[config.mk]
export PLATFORM = sky130hd
export DESIGN_NAME = lock_session_controller_flat
export DESIGN_NICKNAME = d
export VERILOG_FILES = /design/src/rtl/lock_session_if.sv /design/src/rtl/lock_session_controller.sv /design/src/flat_wrapper.sv
export SDC_FILE = /design/constraint.sdc
export NUM_CORES = 1
export LEC_CHECK = 0
export CORE_MARGIN = 3
export CORE_UTILIZATION = 50
export DETAILED_ROUTE_END_ITERATION = 16
export PLACE_DENSITY = 0.89
export SLEW_MARGIN = 10
export SYNTH_ARGS = -nofsm -noshare
export SYNTH_HDL_FRONTEND = slang
export SYNTH_SLANG_ARGS = --single-unit
[constraint.sdc]
create_clock -name clk -period 2.4 [get_ports clk]
set_input_delay 0.24 -clock clk [delete_from_list [all_inputs] [get_ports clk]]
set_output_delay 0.24 -clock clk [all_outputs]
set_load 0.01 [all_outputs]
[src/rtl/lock_session_if.sv]
// Keypad, timer and datapath signals seen by the lock session controller.
interface lock_session_if;
    logic       tick;
    logic       mode;
    logic       key_valid;
    logic [3:0] key_digit;
    logic       key_enter;
    logic       key_cancel;
    logic       match;
    logic [2:0] wr_sel;
    logic [3:0] wr_a;
    logic [3:0] wr_b;
    logic       clr_entry;
    logic       store_commit;
    logic       cmp_req;
    logic       unlocked;
    logic       lockout;
    logic       led;
    logic [1:0] err_count;
    logic [7:0] remain;
    logic       bad_entry;

    modport master (
        output tick, mode, key_valid, key_digit, key_enter, key_cancel, match,
        input  wr_sel, wr_a, wr_b, clr_entry, store_commit, cmp_req,
        input  unlocked, lockout, led, err_count, remain, bad_entry
    );

    modport slave (
        input  tick, mode, key_valid, key_digit, key_enter, key_cancel, match,
        output wr_sel, wr_a, wr_b, clr_entry, store_commit, cmp_req,
        output unlocked, lockout, led, err_count, remain, bad_entry
    );
endinterface

[src/rtl/lock_session_controller.sv]
// Keypad sequencing, compare strobing, failed-attempt counting and
// timed lockout / unlock windows for the six-digit lock.
module lock_session_controller #(
    parameter int unsigned MAX_ERR       = 3,
    parameter int unsigned LOCKOUT_TICKS = 30,
    parameter int unsigned UNLOCK_TICKS  = 5
) (
    input logic           clk,
    input logic           clr_n,
    lock_session_if.slave bus
);
    typedef enum logic [2:0] {
        IDLE, ENTRY, CMP, RESULT, UNLOCKED, LOCKOUT
    } state_t;

    localparam logic [1:0] MAX_ERR_C = 2'(MAX_ERR);
    localparam logic [7:0] LOCK_C    = 8'(LOCKOUT_TICKS);
    localparam logic [7:0] UNL_C     = 8'(UNLOCK_TICKS);

    state_t     state_q, state_d;
    logic [2:0] cnt_q, cnt_d;
    logic [3:0] hold_q, hold_d;
    logic [2:0] wr_sel_q, wr_sel_d;
    logic [3:0] wr_a_q, wr_a_d;
    logic [3:0] wr_b_q, wr_b_d;
    logic       clr_q, clr_d;
    logic       commit_q, commit_d;
    logic       led_q, led_d;
    logic       bad_q, bad_d;
    logic [1:0] err_q, err_d;
    logic [7:0] remain_q, remain_d;
    logic       mode_q;
    logic [1:0] err_inc;
    logic       abort;

    assign err_inc = (err_q == 2'd3) ? err_q : err_q + 2'd1;
    // A mode flip mid-entry abandons the entry just like cancel.
    assign abort = bus.key_cancel
                || (state_q == ENTRY && bus.mode != mode_q);

    always_comb begin
        state_d  = state_q;
        cnt_d    = cnt_q;
        hold_d   = hold_q;
        wr_sel_d = '0;
        wr_a_d   = '0;
        wr_b_d   = '0;
        clr_d    = 1'b0;
        commit_d = 1'b0;
        led_d    = led_q;
        bad_d    = bad_q;
        err_d    = err_q;
        remain_d = remain_q;
        unique case (state_q)
            IDLE, ENTRY: begin
                if (abort) begin
                    if (state_q == ENTRY) begin
                        clr_d   = 1'b1;
                        state_d = IDLE;
                    end
                end else if (bus.key_enter) begin
                    if (state_q == ENTRY) begin
                        if (cnt_q != 3'd6 || bad_q) begin
                            clr_d   = 1'b1;
                            bad_d   = 1'b1;
                            state_d = IDLE;
                        end else if (!bus.mode) begin
                            commit_d = 1'b1;
                            state_d  = IDLE;
                        end else begin
                            state_d = CMP;
                        end
                    end
                end else if (bus.key_valid && cnt_q != 3'd6) begin
                    if (bus.key_digit > 4'd9) begin
                        bad_d = 1'b1;
                    end else begin
                        cnt_d   = cnt_q + 3'd1;
                        bad_d   = 1'b0;
                        state_d = ENTRY;
                        if (!cnt_q[0]) begin
                            hold_d = bus.key_digit;
                        end else begin
                            wr_sel_d = 3'b001 << cnt_q[2:1];
                            wr_a_d   = hold_q;
                            wr_b_d   = bus.key_digit;
                        end
                    end
                end
            end
            CMP: state_d = RESULT;
            RESULT: begin
                if (bus.match) begin
                    err_d    = '0;
                    remain_d = UNL_C;
                    state_d  = UNLOCKED;
                end else begin
                    err_d = err_inc;
                    if (err_inc == MAX_ERR_C) begin
                        remain_d = LOCK_C;
                        led_d    = 1'b1;
                        state_d  = LOCKOUT;
                    end else begin
                        clr_d   = 1'b1;
                        state_d = IDLE;
                    end
                end
            end
            UNLOCKED: begin
                if (bus.key_cancel || (bus.tick && remain_q == 8'd1)) begin
                    remain_d = '0;
                    clr_d    = 1'b1;
                    state_d  = IDLE;
                end else if (bus.tick) begin
                    remain_d = remain_q - 8'd1;
                end
            end
            LOCKOUT: begin
                if (bus.tick) begin
                    if (remain_q == 8'd1) begin
                        remain_d = '0;
                        led_d    = 1'b0;
                        err_d    = '0;
                        clr_d    = 1'b1;
                        state_d  = IDLE;
                    end else begin
                        remain_d = remain_q - 8'd1;
                        led_d    = ~led_q;
                    end
                end
            end
            default: state_d = IDLE;
        endcase
        if (state_d != ENTRY) begin
            cnt_d  = '0;
            hold_d = '0;
        end
    end

    always_ff @(posedge clk or negedge clr_n) begin
        if (!clr_n) begin
            state_q  <= IDLE;
            cnt_q    <= '0;
            hold_q   <= '0;
            wr_sel_q <= '0;
            wr_a_q   <= '0;
            wr_b_q   <= '0;
            clr_q    <= 1'b0;
            commit_q <= 1'b0;
            led_q    <= 1'b0;
            bad_q    <= 1'b0;
            err_q    <= '0;
            remain_q <= '0;
            mode_q   <= 1'b0;
        end else begin
            state_q  <= state_d;
            cnt_q    <= cnt_d;
            hold_q   <= hold_d;
            wr_sel_q <= wr_sel_d;
            wr_a_q   <= wr_a_d;
            wr_b_q   <= wr_b_d;
            clr_q    <= clr_d;
            commit_q <= commit_d;
            led_q    <= led_d;
            bad_q    <= bad_d;
            err_q    <= err_d;
            remain_q <= remain_d;
            mode_q   <= bus.mode;
        end
    end

    assign bus.wr_sel       = wr_sel_q;
    assign bus.wr_a         = wr_a_q;
    assign bus.wr_b         = wr_b_q;
    assign bus.clr_entry    = clr_q;
    assign bus.store_commit = commit_q;
    assign bus.cmp_req      = (state_q == CMP);
    assign bus.unlocked     = (state_q == UNLOCKED);
    assign bus.lockout      = (state_q == LOCKOUT);
    assign bus.led          = led_q;
    assign bus.err_count    = err_q;
    assign bus.remain       = remain_q;
    assign bus.bad_entry    = bad_q;
endmodule

[src/flat_wrapper.sv]
// flat-port wrapper written by rule: the top's interface ports become plain ports
module lock_session_controller_flat 
#(
    parameter int unsigned MAX_ERR       = 3,
    parameter int unsigned LOCKOUT_TICKS = 30,
    parameter int unsigned UNLOCK_TICKS  = 5
)
  (clk, clr_n, bus_tick, bus_mode, bus_key_valid, bus_key_digit, bus_key_enter, bus_key_cancel, bus_match, bus_wr_sel, bus_wr_a, bus_wr_b, bus_clr_entry, bus_store_commit, bus_cmp_req, bus_unlocked, bus_lockout, bus_led, bus_err_count, bus_remain, bus_bad_entry);
  lock_session_if bus_i ();
  input logic clk;
  input logic clr_n;
  input wire logic [$bits(bus_i.tick)-1:0] bus_tick;
  input wire logic [$bits(bus_i.mode)-1:0] bus_mode;
  input wire logic [$bits(bus_i.key_valid)-1:0] bus_key_valid;
  input wire logic [$bits(bus_i.key_digit)-1:0] bus_key_digit;
  input wire logic [$bits(bus_i.key_enter)-1:0] bus_key_enter;
  input wire logic [$bits(bus_i.key_cancel)-1:0] bus_key_cancel;
  input wire logic [$bits(bus_i.match)-1:0] bus_match;
  output wire logic [$bits(bus_i.wr_sel)-1:0] bus_wr_sel;
  output wire logic [$bits(bus_i.wr_a)-1:0] bus_wr_a;
  output wire logic [$bits(bus_i.wr_b)-1:0] bus_wr_b;
  output wire logic [$bits(bus_i.clr_entry)-1:0] bus_clr_entry;
  output wire logic [$bits(bus_i.store_commit)-1:0] bus_store_commit;
  output wire logic [$bits(bus_i.cmp_req)-1:0] bus_cmp_req;
  output wire logic [$bits(bus_i.unlocked)-1:0] bus_unlocked;
  output wire logic [$bits(bus_i.lockout)-1:0] bus_lockout;
  output wire logic [$bits(bus_i.led)-1:0] bus_led;
  output wire logic [$bits(bus_i.err_count)-1:0] bus_err_count;
  output wire logic [$bits(bus_i.remain)-1:0] bus_remain;
  output wire logic [$bits(bus_i.bad_entry)-1:0] bus_bad_entry;
  assign bus_i.tick = bus_tick;
  assign bus_i.mode = bus_mode;
  assign bus_i.key_valid = bus_key_valid;
  assign bus_i.key_digit = bus_key_digit;
  assign bus_i.key_enter = bus_key_enter;
  assign bus_i.key_cancel = bus_key_cancel;
  assign bus_i.match = bus_match;
  assign bus_wr_sel = bus_i.wr_sel;
  assign bus_wr_a = bus_i.wr_a;
  assign bus_wr_b = bus_i.wr_b;
  assign bus_clr_entry = bus_i.clr_entry;
  assign bus_store_commit = bus_i.store_commit;
  assign bus_cmp_req = bus_i.cmp_req;
  assign bus_unlocked = bus_i.unlocked;
  assign bus_lockout = bus_i.lockout;
  assign bus_led = bus_i.led;
  assign bus_err_count = bus_i.err_count;
  assign bus_remain = bus_i.remain;
  assign bus_bad_entry = bus_i.bad_entry;
  lock_session_controller #(.MAX_ERR(MAX_ERR), .LOCKOUT_TICKS(LOCKOUT_TICKS), .UNLOCK_TICKS(UNLOCK_TICKS)) u_core (.clk(clk), .clr_n(clr_n), .bus(bus_i));
endmodule
# After elaboration in Yosys (flattened, before gate mapping)
# Index checks and enable logic that the tools add are counted.
# totals
ff_bits	36
latchBits	0
mem_bits_rw	0
rom_bits	0
out_inout_bits	28
wordCells	146
memories	0
# op_classes
add_sub_neg	3
multipliers	0
n_div	0
order_cmp	1
eq_ne	23
shifts	1
mux	84
bitwise_logic	2
n_reduce_logical	19
# op_table
operator	count
4-bit two-way mux	19
3-bit two-way mux	24
8-bit two-way mux	6
1-bit two-way mux	25
8-bit case mux with 3 select lines	1
3-bit case mux with 5 select lines	1
2-bit two-way mux	5
2-bit by 1-bit inequality test with 1-bit output (second input constant)	5
2-bit inequality test (second input constant)	5
5-bit AND reduction	2
8-bit by 1-bit == test with 1-bit output (second input constant)	1
4-bit AND reduction	2
2-bit nonzero test	4
8-bit by 1-bit subtractor with 8-bit output (second input constant)	1
3-bit by 2-bit == test with 1-bit output (second input constant)	2
3-bit == test (second input constant)	2
3-bit by 2-bit inequality test with 1-bit output (second input constant)	2
6-bit AND reduction	1
2-bit == test (second input constant)	2
4-bit greater-than comparator (second input constant)	1
1-bit case mux with 4 select lines	1
2-bit case mux with 2 select lines	1
3-bit by 1-bit adder with 3-bit output (second input constant)	1
3-bit by 1-bit == test with 1-bit output (second input constant)	1
other kinds (13)	18

# Depth between registers and ports, before layout
# logic_depth
ltp_word	10
mapped_depth	7
mapped_depth_nobuf	6

# Worst setup path before layout
# No wires, ideal clock.
# synth_timing
path_kind	reg2reg
from	register u_core.remain_q[1], in the netlist u_core.bus.remain[1]
to	register u_core.remain_q[4], in the netlist u_core.bus.remain[4]
t_arrival_ns	1.732
t_required_ns	2.275
slack_ns	0.543
path_stages_with_launch	7
n_path_buf	0
synth_period_minus_slack_ns	1.857
cell_sequence	dfrtp_1 -> inv_1 -> ha_1 -> or3b_2 -> o311ai_4 -> o2bb2ai_1 -> o2bb2ai_1
# synth_between
elab_chain_cells	5
word_cells_on_any_way	11
classes_between	add/sub: 1; eq/ne: 2; mux: 5; reduce/logical: 3
# synth_rtl
element	line	source
start: declaration	lock_session_controller.sv:31	logic [7:0] remain_q, remain_d;
start signal: assignment	lock_session_controller.sv:167	remain_q <= remain_d;
parallel branches: the longest is 5 deep, another holds 8-bit by 1-bit subtractor with 8-bit output	-	
# Several ways; the timed one is not identified. The select of a mux whose other input is x is not followed.
# A chain may end at the register's enable or synchronous reset.

# Final worst setup path
# layout_timing
from	register u_core.state_q[1]
to	output port bus_lockout
# layout_between
elab_chain_cells	1
# layout_rtl
element	line	source
start: declaration	lock_session_controller.sv:20	state_t state_q, state_d;
start signal: assignment	lock_session_controller.sv:156	state_q <= state_d;
3-bit == test	lock_session_controller.sv:179	assign bus.lockout = (state_q == LOCKOUT);
end: declaration	flat_wrapper.sv:26	output wire logic [$bits(bus_i.lockout)-1:0] bus_lockout;
# No other way between the ends.

==> impl_metrics.ini <==
[sta]
setup_tns_ns = 0
rsz0062_at_grt = false
setup_slack_ns = 0.225
slew_viol_final = 0
hold_viol = 0
period_needed_ns = 2.17
slew_headroom_pct = 58.3
holdWs_ns = 0.348
worst_pin_slew_ns = 0.621
skew_ns = 0.00834
timing.final.crit_share_pct = 90.6
setup_viol = 0
max_freq_mhz = 460

[synthesis]
synth-seq-cells = 36
synth-simple-area-share_pct = 21.4
synthArstFlopShare_pct = 100
synth_warnings = 0
ys_types = 54
synth_top_family_by_area = simple AND/OR/NAND/NOR gates
synth_cells = 178
synthAdderAreaFrac_pct = 2.72
ys_seq_area_share_pct = 48.9
synth_compound_area_share_pct = 19.6
synth.area.mux_share_pct = 2.72
postSynthAreaPerCell_sq_um = 10.4
synth_edf_count = 0
synthXorXnorAreaFrac_pct = 1.43
synthFlopType = dfrtp_1
syn_nets = 194
synth.cell_area_sq_mm = 0.00184

[finish]
final_cells = 272
n_antenna_cell = 0
final_common_cell = clkdlybuf4s50_1
syn2layout_area_growth_pct = 30.1
fin_nets = 241
drive_above_1_share_pct = 8.41
layout_common_cells = 39 x clkdlybuf4s50_1, 36 x dfrtp_1, 13 x nor2_1
final.fill_count = 265

[cts]
cts_tree = yes
clk_latency_ns = 0.30
cts_buffer_depth = 2
cts.clk_slew.worst_paths_ns = 0.08
ctsHoldBuffers = 0
root_buffer = clkbuf_8
numCtsBuffers = 5
cts_resized = 0
post_cts_buffers = 0
cts_sinks = 36
htree_levels = 2

[floorplan]
core-area_sq_mm = 0.00344
start_util_pct = 53.5
io_pins = 40
die-area_sq_mm = 0.00445
rows = 21
dieHeight_microns = 66.7
die-width_microns = 66.7

[critical_path]
cp-end-kind = primary output
cp_data_required_time_ns = 2.16
crit_path_cell_trace = and2b_1 > nand2_1 > inv_1 > clkdlybuf4s50_1
worst_path_max_delay_cell = clkdlybuf4s50_1
crit_type = reg2out
critPathMaxStageDelay_ns = 0.57
critical_path.startpoint_type = flop
crit_path_max_fanout = 7
crit_arrival_ns = 1.93

[flow_run]
maxCapViolCount = 0

[place]
dp_cells = 264
gp_routability_congestion = 0.905
io_buffers = 39
hpwlAfterDp_microns = 2860
pre_cts_ws_ns = 0.356

[power]
cellLeakagePower_nw = 1.06
power_density_mw_per_mm2 = 479
ir_drop_mv = 0.266

[route]
wirelength_microns = 3930
vias = 1591
routed_via_density = 5.85
wl_per_cell_microns = 14.4
dr.pass1.iters = 4
drc = 0
drt_iter0_markers = 180
drtAntennaViolNets = 0

[outcome]
status = finished clean

[global_route]
grt_pass1_wl_microns = 6620
grt_max_degree = 37
grt_pass1_vias = 1486
grtUsageTotal_pct = 19.4
antenna_found_initial = 0
grt-busiest-layer = met2
groute.layer.met1.usage_pct = 26.0
met2_usage_pct = 30.6
met3_usage_pct = 3.71
overflow = 0

[hold_path]
holdCritPathClass = in2async
worst max-delay path, delay by kind of cell, from the launching register on:
kind | cells | cell delay [ns]
and+or+nand+nor | 2 | 0.47
DFF | 1 | 0.43
buffers and inverters | 2 | 0.75
flip-flops by register name (all words and copies together) (netlist names):
signal and cells:
u_core.bus.bad_entry 1, u_core.bus.clr_entry 1, u_core.bus.err_count 2, u_core.bus.led 1, u_core.bus.remain 8, u_core.bus.store_commit 1
u_core.bus.wr_a 4, u_core.bus.wr_b 4, u_core.bus.wr_sel 3, u_core.cnt_q 3, u_core.hold_q 4, u_core.mode_q 1
u_core.state_q 3
stage by stage:
| step | total power [W] | util [%] | instance area (sq um) |
|---|---|---|---|
| after floorplan | 0.000674 | - | 1840 |
| after global placement | 0.000732 | 67.1 | 2310 |
| after detailed placement | 0.000734 | 67.1 | 2310 |
| after CTS | 0.00116 | 69.6 | 2400 |
| after global routing | 0.00120 | 69.6 | 2400 |
| final | 0.00115 | 69.6 | 2400 |
power by group:
group | internal [W] | switching, W | total, W
clock network | 0.000202 | 0.000225 | 0.000427
logic | 0.0000469 | 0.0000493 | 0.0000962
registers | 0.000615 | 0.0000111 | 0.000626
routing by layer:
layer  wire length [microns]  vias to the layer above
li1                        -                      759
met1                    1800                      778
met2                    1870                       45
met3                     190                        9
met4                      72                        0
met5                       0                        -
synthesized netlist by cell type, types with 3 or more instances:
master    count  share of area [%]
a211oi_1      3                1.2
a21oi_1       6                1.6
a31oi_1       3                1.0
and2_1        8                2.7
and3_1        3                1.0
and3b_1       3                1.4
clkbuf_1      3               0.61
dfrtp_1      36                 49
ha_1          4                2.7
inv_1        11                2.2
mux2i_1       5                2.7
nand2_1       9                1.8
nand2b_1      3                1.0
nand3_1       6                1.6
nor2_1       13                2.6
nor3_1        5                1.4
nor3b_1       4                1.6
o21ai_0       5                1.4
o31ai_1       4                1.6
cell families (layout without fill, tap and decap cells):
group,after synthesis,count (layout)
AOI/OAI and AO/OA,47,47
xor gates and xnor gates,3,3
adders and majority gates,4,4
buffers and inverters,15,63
DFF,36,36
muxes,5,5
and+or+nand+nor,68,68
cell type report:
class	count	area [sq um]	share of cell area, %
Clock inverter	3	18.8	0.783
Clock buffer	5	68.8	2.87
Multi-Input combinational cell	127	882	36.8
Tap cell	46	57.6	2.40
Inverter	11	41.3	1.72
Sequential cell	36	901	37.6
Timing Repair Buffer	44	428	17.8
path summary, 6_finish.rpt:
check	startpoint	to	slack (ns)	cells after the start
hold / removal	clr_n	u_core.bus.remain[7]	0.35	2
hold reg to reg	u_core.hold_q[1]	u_core.bus.wr_a[1]	0.48	1
setup / recovery	u_core.state_q[1]	bus_lockout	0.23	4
min in group clk	u_core.hold_q[1]	u_core.bus.wr_a[1]	0.48	1
setup reg to reg	u_core.bus.remain[1]	u_core.bus.remain[4]	0.44	6
max in group asynchronous	clr_n	u_core.state_q[0]	1.73	2
(Power assumes the default switching activity.)
